<file path="src/rtl/main_memory_if.sv">
`default_nettype none
// ============================================================================
//  Module   : main_memory_if
//  Purpose  : Memory-side bus between the write-through cache (master) and
//             the main_memory backing store (slave).
//  Revision : 1.0 - initial release
// ============================================================================
interface main_memory_if #(
  parameter int NBITS = 8,
  parameter int NA    = 6
);
  logic [NA-1:0]    memAddress;
  logic [NBITS-1:0] memWriteData;
  logic             memMemWrite;
  logic [NBITS-1:0] memReadData;

  // Cache side: drives address, data and write level; receives read data.
  modport master (
    output memAddress,
    output memWriteData,
    output memMemWrite,
    input  memReadData
  );

  // Memory side: the mirror image of the master.
  modport slave (
    input  memAddress,
    input  memWriteData,
    input  memMemWrite,
    output memReadData
  );
endinterface
`default_nettype wire

</file>
<file path="src/rtl/main_memory.sv">
`default_nettype none
// ============================================================================
//  Module   : main_memory
//  Purpose  : Word-addressed backing store behind the write-through cache.
//             Fixed-latency read pipeline (RD_LAT stages, write-first bypass),
//             one commit per memMemWrite pulse, sticky write-protocol flag.
//  Options  : define MAIN_MEMORY_STATS_EN to add rd_count / wr_count outputs.
//  Revision : 1.0 - initial release
// ============================================================================
module main_memory #(
  parameter int NBITS  = 8,
  parameter int NA     = 6,
  parameter int RD_LAT = 2,
  parameter int WMAX   = 3
) (
  input  logic         clock,
  input  logic         reset,
  main_memory_if.slave bus,
  output logic         wr_err
`ifdef MAIN_MEMORY_STATS_EN
  ,
  output logic [15:0]  rd_count,
  output logic [15:0]  wr_count
`endif
);

  localparam int DEPTH = 2 ** NA;

  // Hold counter must reach WMAX+1 so the overrun can be seen.
  localparam int              CW       = $clog2(WMAX + 2);
  localparam logic [CW-1:0]   CNT_ONE  = CW'(1);
  localparam logic [CW-1:0]   CNT_WMAX = CW'(WMAX);
  localparam logic [CW-1:0]   CNT_SAT  = CW'(WMAX + 1);

  localparam logic [0:0] W_IDLE = 1'b0;
  localparam logic [0:0] W_HOLD = 1'b1;

  // Storage and read pipeline
  logic [NBITS-1:0] mem_q [DEPTH];
  logic [NBITS-1:0] rd_q  [RD_LAT];
  logic [NBITS-1:0] stage1_d;

  // Write FSM state
  logic [0:0]       state_q, state_d;
  logic [CW-1:0]    cnt_q, cnt_d;
  logic [NA-1:0]    addr_cap_q, addr_cap_d;
  logic [NBITS-1:0] data_cap_q, data_cap_d;
  logic             wr_err_q, wr_err_d;
  logic             wr_commit;

  // Array write port; contents deliberately survive reset.
  always_ff @(posedge clock) begin
    if (wr_commit) begin
      mem_q[bus.memAddress] <= bus.memWriteData;
    end
  end

  // Stage 1 source: a commit always targets the address being read this
  // edge, so write-first simply means taking the incoming data.
  always_comb begin
    stage1_d = wr_commit ? bus.memWriteData : mem_q[bus.memAddress];
  end

  // Read pipeline: stage 1 samples the array, later stages shift forward.
  always_ff @(posedge clock or posedge reset) begin
    if (reset) begin
      for (int i = 0; i < RD_LAT; i++) begin
        rd_q[i] <= '0;
      end
    end else begin
      rd_q[0] <= stage1_d;
      for (int i = 1; i < RD_LAT; i++) begin
        rd_q[i] <= rd_q[i-1];
      end
    end
  end

  assign bus.memReadData = rd_q[RD_LAT-1];

  // Write FSM state register plus the pulse-tracking registers it owns.
  always_ff @(posedge clock or posedge reset) begin
    if (reset) begin
      state_q    <= W_IDLE;
      cnt_q      <= '0;
      addr_cap_q <= '0;
      data_cap_q <= '0;
      wr_err_q   <= 1'b0;
    end else begin
      state_q    <= state_d;
      cnt_q      <= cnt_d;
      addr_cap_q <= addr_cap_d;
      data_cap_q <= data_cap_d;
      wr_err_q   <= wr_err_d;
    end
  end

  // Write FSM next state: a pulse is any unbroken run of memMemWrite high.
  always_comb begin
    state_d = state_q;
    case (state_q)
      W_IDLE:  if (bus.memMemWrite)  state_d = W_HOLD;
      W_HOLD:  if (!bus.memMemWrite) state_d = W_IDLE;
      default: state_d = W_IDLE;
    endcase
  end

  // Write FSM outputs: commit on the first high cycle only, then police the
  // remainder of the pulse for stable address/data and excessive length.
  always_comb begin
    wr_commit  = 1'b0;
    cnt_d      = cnt_q;
    addr_cap_d = addr_cap_q;
    data_cap_d = data_cap_q;
    wr_err_d   = wr_err_q;
    case (state_q)
      W_IDLE: begin
        if (bus.memMemWrite) begin
          wr_commit  = 1'b1;
          addr_cap_d = bus.memAddress;
          data_cap_d = bus.memWriteData;
          cnt_d      = CNT_ONE;
        end
      end
      W_HOLD: begin
        if (bus.memMemWrite) begin
          if (cnt_q < CNT_SAT) begin
            cnt_d = cnt_q + CNT_ONE;
          end
          if ((bus.memAddress != addr_cap_q) ||
              (bus.memWriteData != data_cap_q)) begin
            wr_err_d = 1'b1;
          end
          if (cnt_q >= CNT_WMAX) begin
            wr_err_d = 1'b1;
          end
        end else begin
          cnt_d = '0;
        end
      end
      default: begin
        cnt_d = '0;
      end
    endcase
  end

  assign wr_err = wr_err_q;

`ifdef MAIN_MEMORY_STATS_EN
  logic [NA-1:0] addr_prev_q;
  logic [15:0]   rd_cnt_q;
  logic [15:0]   wr_cnt_q;

  // Saturating activity counters: address changes while not writing, and
  // write commits.
  always_ff @(posedge clock or posedge reset) begin
    if (reset) begin
      addr_prev_q <= '0;
      rd_cnt_q    <= '0;
      wr_cnt_q    <= '0;
    end else begin
      addr_prev_q <= bus.memAddress;
      if (!bus.memMemWrite && (bus.memAddress != addr_prev_q) &&
          (rd_cnt_q != 16'hFFFF)) begin
        rd_cnt_q <= rd_cnt_q + 16'd1;
      end
      if (wr_commit && (wr_cnt_q != 16'hFFFF)) begin
        wr_cnt_q <= wr_cnt_q + 16'd1;
      end
    end
  end

  assign rd_count = rd_cnt_q;
  assign wr_count = wr_cnt_q;
`endif

endmodule
`default_nettype wire

</file>
<file path="src/flat_wrapper.sv">
// flat-port wrapper written by rule: the top's interface ports become plain ports
module main_memory_flat 
#(
  parameter int NBITS  = 8,
  parameter int NA     = 6,
  parameter int RD_LAT = 2,
  parameter int WMAX   = 3
)
  (clock, reset, wr_err, bus_memAddress, bus_memWriteData, bus_memMemWrite, bus_memReadData);
  main_memory_if #(.NBITS(NBITS), .NA(NA)) bus_i ();
  input  logic clock;
  input  logic reset;
  output logic wr_err;
  input wire logic [$bits(bus_i.memAddress)-1:0] bus_memAddress;
  input wire logic [$bits(bus_i.memWriteData)-1:0] bus_memWriteData;
  input wire logic [$bits(bus_i.memMemWrite)-1:0] bus_memMemWrite;
  output wire logic [$bits(bus_i.memReadData)-1:0] bus_memReadData;
  assign bus_i.memAddress = bus_memAddress;
  assign bus_i.memWriteData = bus_memWriteData;
  assign bus_i.memMemWrite = bus_memMemWrite;
  assign bus_memReadData = bus_i.memReadData;
  main_memory #(.NBITS(NBITS), .NA(NA), .RD_LAT(RD_LAT), .WMAX(WMAX)) u_core (.clock(clock), .reset(reset), .bus(bus_i), .wr_err(wr_err));
endmodule
</file>
<file path="config.mk">
export PLATFORM = sky130hd
export DESIGN_NAME = main_memory_flat
export DESIGN_NICKNAME = d
export VERILOG_FILES = /design/src/rtl/main_memory_if.sv /design/src/rtl/main_memory.sv /design/src/flat_wrapper.sv
export SDC_FILE = /design/constraint.sdc
export NUM_CORES = 1
export LEC_CHECK = 0
export CAP_MARGIN = 20
export CORE_MARGIN = 2
export CORE_UTILIZATION = 40
export DETAILED_ROUTE_END_ITERATION = 8
export PLACE_DENSITY_LB_ADDON = 0.12
export RECOVER_POWER = 50
export SLEW_MARGIN = 10
export SYNTH_ARGS = -nofsm -noshare
export SYNTH_HDL_FRONTEND = slang
export SYNTH_SLANG_ARGS = --single-unit
</file>
<file path="constraint.sdc">
create_clock -name clock -period 4.11 [get_ports clock]
set_clock_uncertainty 0.15 [all_clocks]
set_input_delay 0.822 -clock clock [delete_from_list [all_inputs] [get_ports clock]]
set_output_delay 0.822 -clock clock [all_outputs]
set_load 0.1 [all_outputs]
</file>
==> results.py <==
metrics = {
    "floorplan": {
        "start_util_pct": 40.7,
        "coreArea_um2": 52800,
        "num_rows": 84,
        "die_area_um2": 55500,
        "die_h_um": 236,
        "ioPinCount": 26,
        "die_w_um": 236,
    },
    "global_route": {
        "use_met3_pct": 3.68,
        "grt_max_degree": 61,
        "grt_pass1_wl_um": 78400,
        "use_met1_pct": 28.3,
        "grt_overflow_total": 0,
        "grtUsageTotal_pct": 19.5,
        "antenna_found_initial": 0,
        "met2_usage_pct": 29.9,
        "grt-busiest-layer": "met2",
        "grt_pass1_vias": 11200,
    },
    "finish": {
        "diodes": 0,
        "drive_above_1_share_pct": 20.1,
        "multi_input_area_um2": 4800,
        "fillers": 4496,
        "final_common_cell": "edfxtp_1",
        "area.sequential_um2": 16300,
        "syn_to_final_growth_pct": 15.3,
        "stdcell_count": 2003,
        "final_cell_mix": "edfxtp_1, mux2i_1, buf_4",
        "finalNetCount": 1291,
    },
    "power": {
        "switching_share_pct": 21.7,
        "p_switching_mw": 2.59,
        "p_seq_share_pct": 51.9,
        "p_int_mw": 9.32,
        "p_comb_share_pct": 6.1,
        "power.density_nw_per_um2": 481,
        "power_leakage_nw": 8.29,
        "peakVddDrop_uv": 310,
        "p_clk_share_pct": 42.0,
    },
    "timing": {
        "rsz0062_at_grt": "no",
        "min_period_over_period_pct": 84.2,
        "holdWs_ps": 249,
        "fmax_ghz": 0.289,
        "tns_ps": 0,
        "worst_pin_slew_ps": 2690,
        "slew_headroom_pct": -79.2,
        "worst_slack_ps": 650,
        "drv_slew": 375,
        "fin_crit_ps": 3460,
        "hold_viol": 0,
        "setup_viol": 0,
    },
    "synthesis": {
        "async_flop_share_pct": 6.40,
        "syn_inst": 1148,
        "synth_top_area_cell": "edfxtp_1",
        "yosys_register_bits": 547,
        "yosysWarnings": 0,
        "syn_area_um2": 21500,
        "synth_seq_area_share_pct": 75.7,
        "synth_cell_types": 48,
        "synth-main-ff-cell": "edfxtp_1",
        "synth_edf_count": 512,
        "synth_area_leaders": "edfxtp_1, mux4_2, mux2i_1, dfrtp_1, a22oi_1",
        "synth_top_area_share_pct": 71.6,
        "syn-mean-instance-area_um2": 18.7,
        "syn_nets": 1167,
    },
    "worst_setup_path": {
        "crit_cells": 2,
        "crit_required_ps": 4030,
        "crit_path_start": "bus_memWriteData[0]",
        "cp_top_family": "buffers and inverters",
        "critical_path_class": "in2reg",
        "reg2reg_depth": 6,
        "end_kind": "register",
        "crit_end": "u_core.mem_q[41][0]$_DFFE_PP_",
        "arrival_ps": 3380,
        "reg2reg_to": "u_core.mem_q[57][4]$_DFFE_PP_",
        "worst_path_max_delay_cell": "dlymetal6s4s_1",
        "critical_path.max_stage_delay_ps": 1810,
        "r2r_slack_ps": 1170,
        "r2r_start": "u_core.state_q$_DFF_PP0_",
        "cp_num_buf_inv": 2,
        "crit_chain": "clkbuf_1 -> dlymetal6s4s_1",
        "cp-start-kind": "input pin",
        "path_max_fanout": 53,
    },
    "clocking": {
        "ctsLongestPathBuffers": 3,
        "cts_buffers": 57,
        "cts_resized": 0,
        "clk_pin_slew_ps": 60,
        "cts_hold_buf": 0,
        "cts_setup_buffers": 0,
        "cts_num_sinks": 547,
        "cts.htree.levels": 2,
        "root_buffer": "clkbuf_16",
        "clock_latency_ps": 600,
        "cts_tree": "built",
    },
    "route": {
        "dr.pass1.iters": 5,
        "antenna_left": 0,
        "drc_errors": 0,
        "drt_iter0_markers": 1118,
        "routedWlPerCell_um": 26.8,
        "drt_wl_total_um": 53700,
        "vias": 11000,
        "via_per_inst": 5.49,
    },
    "status": {
        "status": "complete, but fails checks",
        "violations": "capacitance limit, slew limit",
    },
    "placement": {
        "place_hpwl_um": 34500,
        "dp_slack_ps": 210,
        "io_buffers": 25,
        "post-place-cells": 1901,
        "place_congestion": 0.839,
    },
    "worst_hold_path": {
        "hold_class": "reg2reg",
        "hold_depth": 0,
    },
    "flow_run": {
        "cap_viol_max_count": 9,
    },
}
power groups by stage:
stage,Combinational [mW],Sequential [mW],Clock [mW]
floorplan,0.452,6.28,0
global placement,0.734,6.30,0
detailed placement,0.742,6.30,0
CTS,0.743,6.18,5.11
global route,0.773,6.19,5.32
finish,0.725,6.19,5.00
worst min path at each step:
stage	startpoint	to	slack [ps]
finish	u_core.rd_q[14]$_DFF_PP0_	u_core.bus.memReadData[6]$_DFF_PP0_	250
global route	u_core.rd_q[14]$_DFF_PP0_	u_core.bus.memReadData[6]$_DFF_PP0_	270
CTS	u_core.rd_q[14]$_DFF_PP0_	u_core.bus.memReadData[6]$_DFF_PP0_	250
detailed placement	u_core.rd_q[14]$_DFF_PP0_	u_core.bus.memReadData[6]$_DFF_PP0_	240
global placement	u_core.rd_q[14]$_DFF_PP0_	u_core.bus.memReadData[6]$_DFF_PP0_	240
floorplan	u_core.rd_q[8]$_DFF_PP0_	u_core.bus.memReadData[0]$_DFF_PP0_	180
through the flow:
step                      total power [mW]  area (um2)  utilization, %
after floorplan                       6.73       21500               -
after global placement                7.03       23000            43.6
after detailed placement              7.04       23000            43.6
after CTS                             12.0       24800            47.0
after global routing                  12.3       24800            46.9
final                                 11.9       24800            46.9
logic make-up after synthesis:
group	Yosys count	share of synthesized area [%]
buffers and inverters	73	1.95
adder cells (fa/ha/maj)	2	0.117
XOR/XNOR	14	0.571
multiplexers	186	13.4
flip-flops	547	75.7
AND/OR/NAND/NOR	211	4.30
AO/OA/AOI/OAI	115	3.97
per-layer routing:
metal  vias up  routed length [um]  share of wire [%]
met5         -                   0                  0
met4         0                1470                2.7
met3        86                3410                6.3
met2       298               24600                 46
met1      5764               24200                 45
li1       4854                   -                  -
area by class of cell:
cell class | count | share of cell area (%)
sequential | 547 | 65.6
multi-input combinational | 528 | 19.4
clock buffer | 73 | 6.08
timing repair buffer | 135 | 4.22
tap | 688 | 3.48
clock inverter | 29 | 1.15
inverter | 3 | 0.0455
synth_stat cells, types with 8 or more instances:
cell type,number
buf_2,18
dfrtp_1,35
nand4_1,9
o2111ai_1,12
a22oi_1,58
nor2_1,79
xnor2_1,9
buf_4,19
a21oi_1,14
mux4_2,75
a31oi_1,8
mux2i_1,101
nand3_1,24
clkbuf_1,20
edfxtp_1,512
nand2_1,72
sequential cells by signal, summed over array words and instances, names as in the netlist:
signal,cells
u_core.addr_cap_q,6
u_core.bus.memReadData,8
u_core.cnt_q,3
u_core.data_cap_q,8
u_core.mem_q,512
u_core.rd_q,8
u_core.state_q,1
u_core.wr_err,1
No activity file was read; power rests on OpenSTA's default activity.
